--- src/rtl/microtile_sched_pkg.sv ---
// Shared types and constants for the microtile scheduler.
package microtile_sched_pkg;

  typedef enum logic [1:0] {
    S_IDLE  = 2'd0,
    S_GRANT = 2'd1,
    S_GAP   = 2'd2
  } state_t;

  localparam int CNT_W       = 8;
  localparam int N_TILES_DEF = 4;

endpackage

--- src/rtl/microtile_scheduler_rr_arbiter.sv ---
// Combinational round-robin arbiter: first set req bit after ptr, ascending with wrap.
module rr_arbiter #(
  parameter int N_TILES = 4,
  parameter int IDX_W   = $clog2(N_TILES)
) (
  input  logic [N_TILES-1:0] req,
  input  logic [IDX_W-1:0]   ptr,
  output logic [N_TILES-1:0] winner,
  output logic [IDX_W-1:0]   winner_idx,
  output logic               valid
);

  logic [IDX_W:0] cand;

  always_comb begin
    winner     = '0;
    winner_idx = '0;
    valid      = 1'b0;
    cand       = '0;
    for (int i = 0; i < N_TILES; i++) begin
      // ptr < N_TILES, so a single conditional subtract gives the modulo
      cand = {1'b0, ptr} + (IDX_W+1)'(i + 1);
      if (cand >= (IDX_W+1)'(N_TILES))
        cand = cand - (IDX_W+1)'(N_TILES);
      if (!valid && req[cand[IDX_W-1:0]]) begin
        valid      = 1'b1;
        winner_idx = cand[IDX_W-1:0];
      end
    end
    if (valid)
      winner[winner_idx] = 1'b1;
  end

endmodule

--- src/rtl/microtile_scheduler.sv ---
// Round-robin scheduler granting one microtile the shared output bus for a bounded tenure.
module microtile_scheduler
  import microtile_sched_pkg::*;
#(
  parameter int N_TILES = N_TILES_DEF,
  parameter int DWELL   = 16
) (
  input  logic                   clk,
  input  logic                   rst_n,
  input  logic                   ena,
  input  logic [N_TILES-1:0]     req,
  input  logic [8*N_TILES-1:0]   tile_out,
  output logic [N_TILES-1:0]     grant,
  output logic [7:0]             uo_out,
  output logic                   busy,
  output logic [7:0]             grant_count
);

  localparam int IDX_W = $clog2(N_TILES);

  state_t             state, state_nxt;
  logic [N_TILES-1:0] grant_nxt, arb_winner;
  logic [IDX_W-1:0]   last_grant, last_nxt, arb_idx;
  logic               arb_valid, start;
  logic [CNT_W-1:0]   cnt, cnt_nxt, count_nxt;

  rr_arbiter #(.N_TILES(N_TILES), .IDX_W(IDX_W)) u_arb (
    .req        (req),
    .ptr        (last_grant),
    .winner     (arb_winner),
    .winner_idx (arb_idx),
    .valid      (arb_valid)
  );

  always_ff @(posedge clk or negedge rst_n) begin
    if (!rst_n) begin
      state       <= S_IDLE;
      grant       <= '0;
      last_grant  <= IDX_W'(N_TILES - 1);
      cnt         <= '0;
      grant_count <= '0;
    end else begin
      state       <= state_nxt;
      grant       <= grant_nxt;
      last_grant  <= last_nxt;
      cnt         <= cnt_nxt;
      grant_count <= count_nxt;
    end
  end

  always_comb begin
    state_nxt = state;
    grant_nxt = grant;
    last_nxt  = last_grant;
    cnt_nxt   = cnt;
    count_nxt = grant_count;
    start     = 1'b0;
    case (state)
      S_IDLE, S_GAP: begin
        state_nxt = S_IDLE;
        grant_nxt = '0;
        start     = ena && arb_valid;
      end
      S_GRANT: begin
        // Any exit condition, alone or combined, yields a single GAP entry
        if (cnt == '0 || !req[last_grant] || !ena) begin
          state_nxt = S_GAP;
          grant_nxt = '0;
        end else begin
          cnt_nxt = cnt - CNT_W'(1);
        end
      end
      default: begin
        state_nxt = S_IDLE;
        grant_nxt = '0;
      end
    endcase
    if (start) begin
      state_nxt = S_GRANT;
      grant_nxt = arb_winner;
      last_nxt  = arb_idx;
      cnt_nxt   = CNT_W'(DWELL - 1);
      count_nxt = grant_count + CNT_W'(1);
    end
  end

  assign busy   = (state == S_GRANT);
  assign uo_out = busy ? tile_out[{last_grant, 3'b000} +: 8] : 8'h00;

endmodule

--- config.mk ---
export PLATFORM = sky130hd
export DESIGN_NAME = microtile_scheduler
export DESIGN_NICKNAME = d
export VERILOG_FILES = /design/src/rtl/microtile_sched_pkg.sv /design/src/rtl/microtile_scheduler_rr_arbiter.sv /design/src/rtl/microtile_scheduler.sv
export SDC_FILE = /design/constraint.sdc
export NUM_CORES = 1
export LEC_CHECK = 0
export CAP_MARGIN = 15
export CORE_ASPECT_RATIO = 1.2
export CORE_MARGIN = 2
export CORE_UTILIZATION = 44
export CTS_BUF_LIST = sky130_fd_sc_hd__clkbuf_8
export DETAILED_ROUTE_END_ITERATION = 8
export PLACE_DENSITY = 0.82
export REMOVE_ABC_BUFFERS = 1
export SETUP_SLACK_MARGIN = 0.4
export SYNTH_ARGS = -nofsm -noshare
export SYNTH_HDL_FRONTEND = slang
export SYNTH_SLANG_ARGS = --single-unit
--- constraint.sdc ---
create_clock -name clk -period 2.08 [get_ports clk]
set_input_delay 0.416 -clock clk [delete_from_list [all_inputs] [get_ports clk]]
set_output_delay 0.416 -clock clk [all_outputs]
set_load 0.05 [all_outputs]
==> results.cfg, run 1 <==
[outcome]
outcome = complete, but fails checks
failed_checks = setup timing

[clock_network]
path_clk_slew_ns = 0.08
cts_buffers = 3
cts_tree = done
holdBufCountCts = 0
cts_max_level = 1
clock_path_buffers = 2
cts_root_buf = clkbuf_8
numClockSinks = 24
clock_latency_ns = 0.28

[floorplan]
core_area_sq_um = 3110
fp-row-count = 22
die_area_sq_um = 3810
dieHeight_um = 67.2
die_w_um = 56.7
ioPinCount = 60
start_util = 0.471

[layout]
syn_to_final_growth_pct = 71.8
final_common_cell = clkdlybuf4s50_1
diodes = 0
layout_common_cells = clkdlybuf4s50_1, dfrtp_1, buf_6
fillers = 189
nNetsFinal = 258
drive_above_1_share = 0.358

[power]
p_leak_nw = 1.12
p_comb_frac = 0.634
power.switching_mw = 1.31
cellInternalPower_mw = 1.59
seqPwrFrac = 0.269
clkPwrFrac = 0.098
p_sw_frac = 0.452
power_density_nw_per_um2 = 1150
peakVddDrop_v = 0.00109

[global_route]
first_global_vias = 1536
grt_pass1_wl_um = 7430
overflow = 0
grt_max_degree = 25
grtUsageTotal = 0.262
antenna_found_initial = 0

[drt]
routed_wl_um = 5270
drc = 0
dr.first_iter.drc_count = 37
ant_nets = 0
viasPerCell = 5.90
wire_per_inst_um = 21.0
dr.pass1.iters = 4
vias = 1482

[timing]
setup_violations = 21
slew_viol_final = 0
fin_crit_ns = 2.27
rsz0062_at_grt = true
tightest_slew_ns = 0.769
finalSetupTns_ns = -2.70
hold_slack_ns = 0.471
post-route-period-util = 1.09
skew_ns = 0.00717
max_slew_margin = 0.484
timing.fmax_mhz = 440
layout_setup_ws_ns = -0.193
hold_viol_final = 0

[critical_path]
end_kind = output pin
startpoint_type = flop
slowest_stage = dfstp_4
critical_path_arrival_ns = 1.86
critPathMaxStageDelay_ns = 0.64
required_ns = 1.66
critPathKind = reg -> out
path_cells = buf_12 > mux4_2 > nor2b_4 > buf_6
worstPathMaxFanout = 5

[synth]
synth.avg_cell_area_sq_um = 10.6
async_flop_share = 1.00
ys_warn_count = 0
synth-edff-count = 0
synth_cell_types = 45
yosys.area.top_type = dfrtp_1
yosys.area.top_type_share = 0.375
synth_ff_type = dfrtp_1
yosys-top-cells-area = dfrtp_1, mux4_2, dfstp_2, xnor2_1, nor2b_1
syn_inst = 138
ys_seq_elements = 24
ys_seq_area_frac = 0.411
syn_area_sq_um = 1470

[run]
drv_cap = 0

[placed_design]
place_congestion = 0.799
hpwl_um = 3030
portBuffers = 59
dp_slack_ns = -0.0697

[min_path]
hp-class = reg -> reg
[what timing repair did]
item                                    CTS  global route
endpoints found under the setup margin   39            36
cloned                                    1             0
hold endpoints to repair                  0             0
gates resized for setup                  52            35
pin swaps                                11            16
buffers inserted                          5             5
[critical path, delay by kind of cell, from the launching register on]
kind,cells,cell delay [ns]
flops,1,0.64
mux,1,0.52
buf+inv,2,0.27
simple gates,1,0.15
[per-layer routing]
metal / routed length [um] / vias to the layer above / global-route usage
met5: 0 / - / 0
met4: 184 / 0 / 0.143
met3: 374 / 17 / 0.0594
met2: 2860 / 85 / 0.509
met1: 1850 / 720 / 0.256
li1: - / 660 / -
[power groups by stage]
stage / Combinational [mW] / Clock [mW] / Sequential (mW)
floorplan: 0.666 / 0 / 1.00
global placement: 1.35 / 0 / 0.792
detailed placement: 1.37 / 0 / 0.804
CTS: 1.63 / 0.273 / 0.761
global route: 1.93 / 0.295 / 0.804
finish: 1.84 / 0.284 / 0.780
[synth_stat cells (all sizes together), types with 2 or more instances]
| cell type | n |
|---|---|
| clkbuf | 2 |
| nor2b | 8 |
| nor2 | 6 |
| a21oi | 6 |
| nand2b | 4 |
| o211ai | 2 |
| nand4 | 2 |
| xor2 | 2 |
| nand2 | 12 |
| nor4 | 2 |
| o21ai | 9 |
| nand3 | 4 |
| inv | 6 |
| mux4 | 9 |
| dfrtp | 22 |
| xnor2 | 6 |
| mux2i | 2 |
| and3 | 2 |
| nor3 | 3 |
| dfstp | 2 |
| buf | 5 |
| ha | 3 |
[cell type report]
cell class | instances | area, sq um | area share
clock inverters | 1 | 3.75 | 0.00149
clock buffers | 3 | 41.3 | 0.0164
flip-flops and latches | 24 | 611 | 0.242
well taps | 36 | 45.0 | 0.0179
inverters | 6 | 22.5 | 0.00894
repair buffers | 79 | 786 | 0.312
multi-input cells | 102 | 1010 | 0.401
[worst paths after layout]
path	start	endpoint	slack, ns	cells after the start
max in group asynchronous	rst_n	last_grant[1]	1.30	2
worst min register to register	grant_count[7]	grant_count[7]	0.47	1
worst max register to register	last_grant[0]	cnt[7]	-0.16	9
worst min-delay path	grant_count[7]	grant_count[7]	0.47	1
worst max-delay path	last_grant[0]	uo_out[3]	-0.19	4
min in group asynchronous	rst_n	cnt[5]	0.49	2
[through the flow]
stage	area [sq um]	utilization	cells	power (mW)
2_1_floorplan	1430	-	131	1.67
4_1_cts	2360	0.757	246	2.67
5_1_grt	2520	0.810	251	3.03
3_5_place_dp	2130	0.685	236	2.18
3_3_place_gp	2130	0.685	236	2.14
6_report	2520	0.810	251	2.90
[sequential cells by signal, indices dropped and copies added (netlist names)]
| register | flops |
|---|---|
| grant_count | 8 |
| grant | 4 |
| state | 2 |
| last_grant | 2 |
| cnt | 8 |
[logic make-up (layout without fill, tap and decap cells)]
logic type                 Yosys count  after routing  share of synthesized area
AOI/OAI and AO/OA                   29             30                      0.139
xor gates and xnor gates             8              8                     0.0478
adders and majority gates            3              3                     0.0256
buffers and inverters               13             89                     0.0410
DFF                                 24             24                      0.411
muxes                               11             11                      0.152
and+or+nand+nor                     50             50                      0.183
Note: power is estimated with default switching activity, not from simulation.
==> run 2: changes to the inputs <==
- ABC_CLOCK_PERIOD_IN_PS: unset -> 2080
- PLACE_DENSITY: 0.82 -> unset
- PLACE_DENSITY_LB_ADDON: unset -> 0.3
==> run 2 against run 1 <==
  * The flow still finishes with violations (setup timing)
  * Global-route usage down 4.4 points
  * Combinational power down 14%
  * Critical path type unchanged
  * Design area down 7.7%
  * Worst setup slack better by 0.11 ns
  * Utilization down 6.3 points
  * Non-clock buffer count down 10
  * Maximum frequency up 5.1%
==> results.cfg, run 2 (synthesis gave the netlist of run 1 again) <==
[drt]
drc = 0
dr.first_iter.drc_count = 24
viasPerCell = 5.76
ant_nets = 0
routed_wl_um = 4030
vias = 1389
dr.pass1.iters = 4
wire_per_inst_um = 16.7

[placed_design]
hpwl_um = 3000
place_congestion = 0.813
dp_slack_ns = -0.114
place_inst = 235
portBuffers = 59

[layout]
top_regs = cnt x8, grant_count x8, grant x4
fillers = 225
drive_above_1_share = 0.249
layout.cells.non_filler = 241
diodes = 0
syn_to_final_growth_pct = 58.4
layout_common_cells = clkdlybuf4s50_1, dfrtp_1, nand2_1, dlygate4sd2_1
nNetsFinal = 248
final_common_cell = clkdlybuf4s50_1

[clock_network]
cts_max_level = 1
cts_buffers = 3
clock_path_buffers = 2
clock_latency_ns = 0.26
cts_tree = done
cts_root_buf = clkbuf_8
path_clk_slew_ns = 0.07
numClockSinks = 24

[floorplan]
die_area_sq_um = 3810
core_area_sq_um = 3110
dieHeight_um = 67.2
start_util = 0.471
die_w_um = 56.7
fp-row-count = 22
ioPinCount = 60

[critical_path]
critical_path_arrival_ns = 1.75
required_ns = 1.66
critPathKind = reg -> out
startpoint_type = flop
end_kind = output pin
worstPathMaxFanout = 8

[timing]
slew_viol_final = 0
timing.fmax_mhz = 462
post-route-period-util = 1.04
skew_ns = 0.00750
hold_slack_ns = 0.464
layout_setup_ws_ns = -0.0822
setup_violations = 8
rsz0062_at_grt = true
max_slew_margin = 0.668
tightest_slew_ns = 0.500
hold_viol_final = 0
fin_crit_ns = 2.16

[global_route]
antenna_found_initial = 0
grt_pass1_wl_um = 6480
grt_max_degree = 25
first_global_vias = 1402
grtUsageTotal = 0.218
overflow = 0

[power]
peakVddDrop_v = 0.00105
power_density_nw_per_um2 = 1120
p_leak_nw = 1.03
total_power_mw = 2.61

[min_path]
hp-class = reg -> reg

[outcome]
failed_checks = setup timing
outcome = complete, but fails checks

[run]
drv_cap = 0
[run 2: layout make-up]
type,instances,area (sq um),share of cell area
clock inverter,1,3.75,0.00162
tap,36,45.0,0.0194
clock buffer,3,41.3,0.0178
timing repair buffer,69,682,0.293
multi-input combinational,102,922,0.397
sequential,24,607,0.261
inverter,6,22.5,0.00969
[run 2: report_power, final]
part,switching [mW],internal [mW]
Clock,0.136,0.132
Sequential,0.157,0.602
Combinational,0.873,0.711
Total,1.17,1.44
[run 2: final timing paths]
| kind | start | end | slack [ns] | cells past startpoint |
|---|---|---|---|---|
| max | last_grant[0] | uo_out[2] | -0.08 | 4 |
| min | grant_count[7] | grant_count[7] | 0.46 | 1 |
| max reg2reg | last_grant[0] | grant[2] | 0.21 | 4 |
| min reg2reg | grant_count[7] | grant_count[7] | 0.46 | 1 |
| max in group asynchronous | rst_n | last_grant[0] | 1.29 | 2 |
| min in group asynchronous | rst_n | cnt[0] | 0.50 | 2 |
[run 2: metal layers]
layer	up-vias	global-route usage	part of all wire
met5	-	0	0
met4	0	0.0893	0.011
met3	6	0.0364	0.072
met2	61	0.384	0.51
met1	677	0.267	0.41
li1	645	-	-
[run 2: worst max-delay path, stage by stage (launching register included)]
cell     delay [ns]
dfstp_2        0.56
buf_12         0.14
mux4_2         0.48
nor2b_1        0.15
buf_6          0.16
[run 2: stage by stage]
stage | util | area (sq um) | setup TNS, ns
after floorplan | - | 1430 | -0.185
after global placement | 0.686 | 2130 | -0.0198
after detailed placement | 0.686 | 2130 | -0.329
after CTS | 0.733 | 2280 | -0.726
after global routing | 0.747 | 2320 | -1.08
final | 0.747 | 2320 | -0.594
[run 2: what timing repair did]
action                     in CTS  in global routing
setup buffers                   0                  1
gates cloned                    1                  0
hold buffers                    0                  0
pin swaps                       3                  1
setup endpoints to repair      41                 27
resized for setup              44                 14
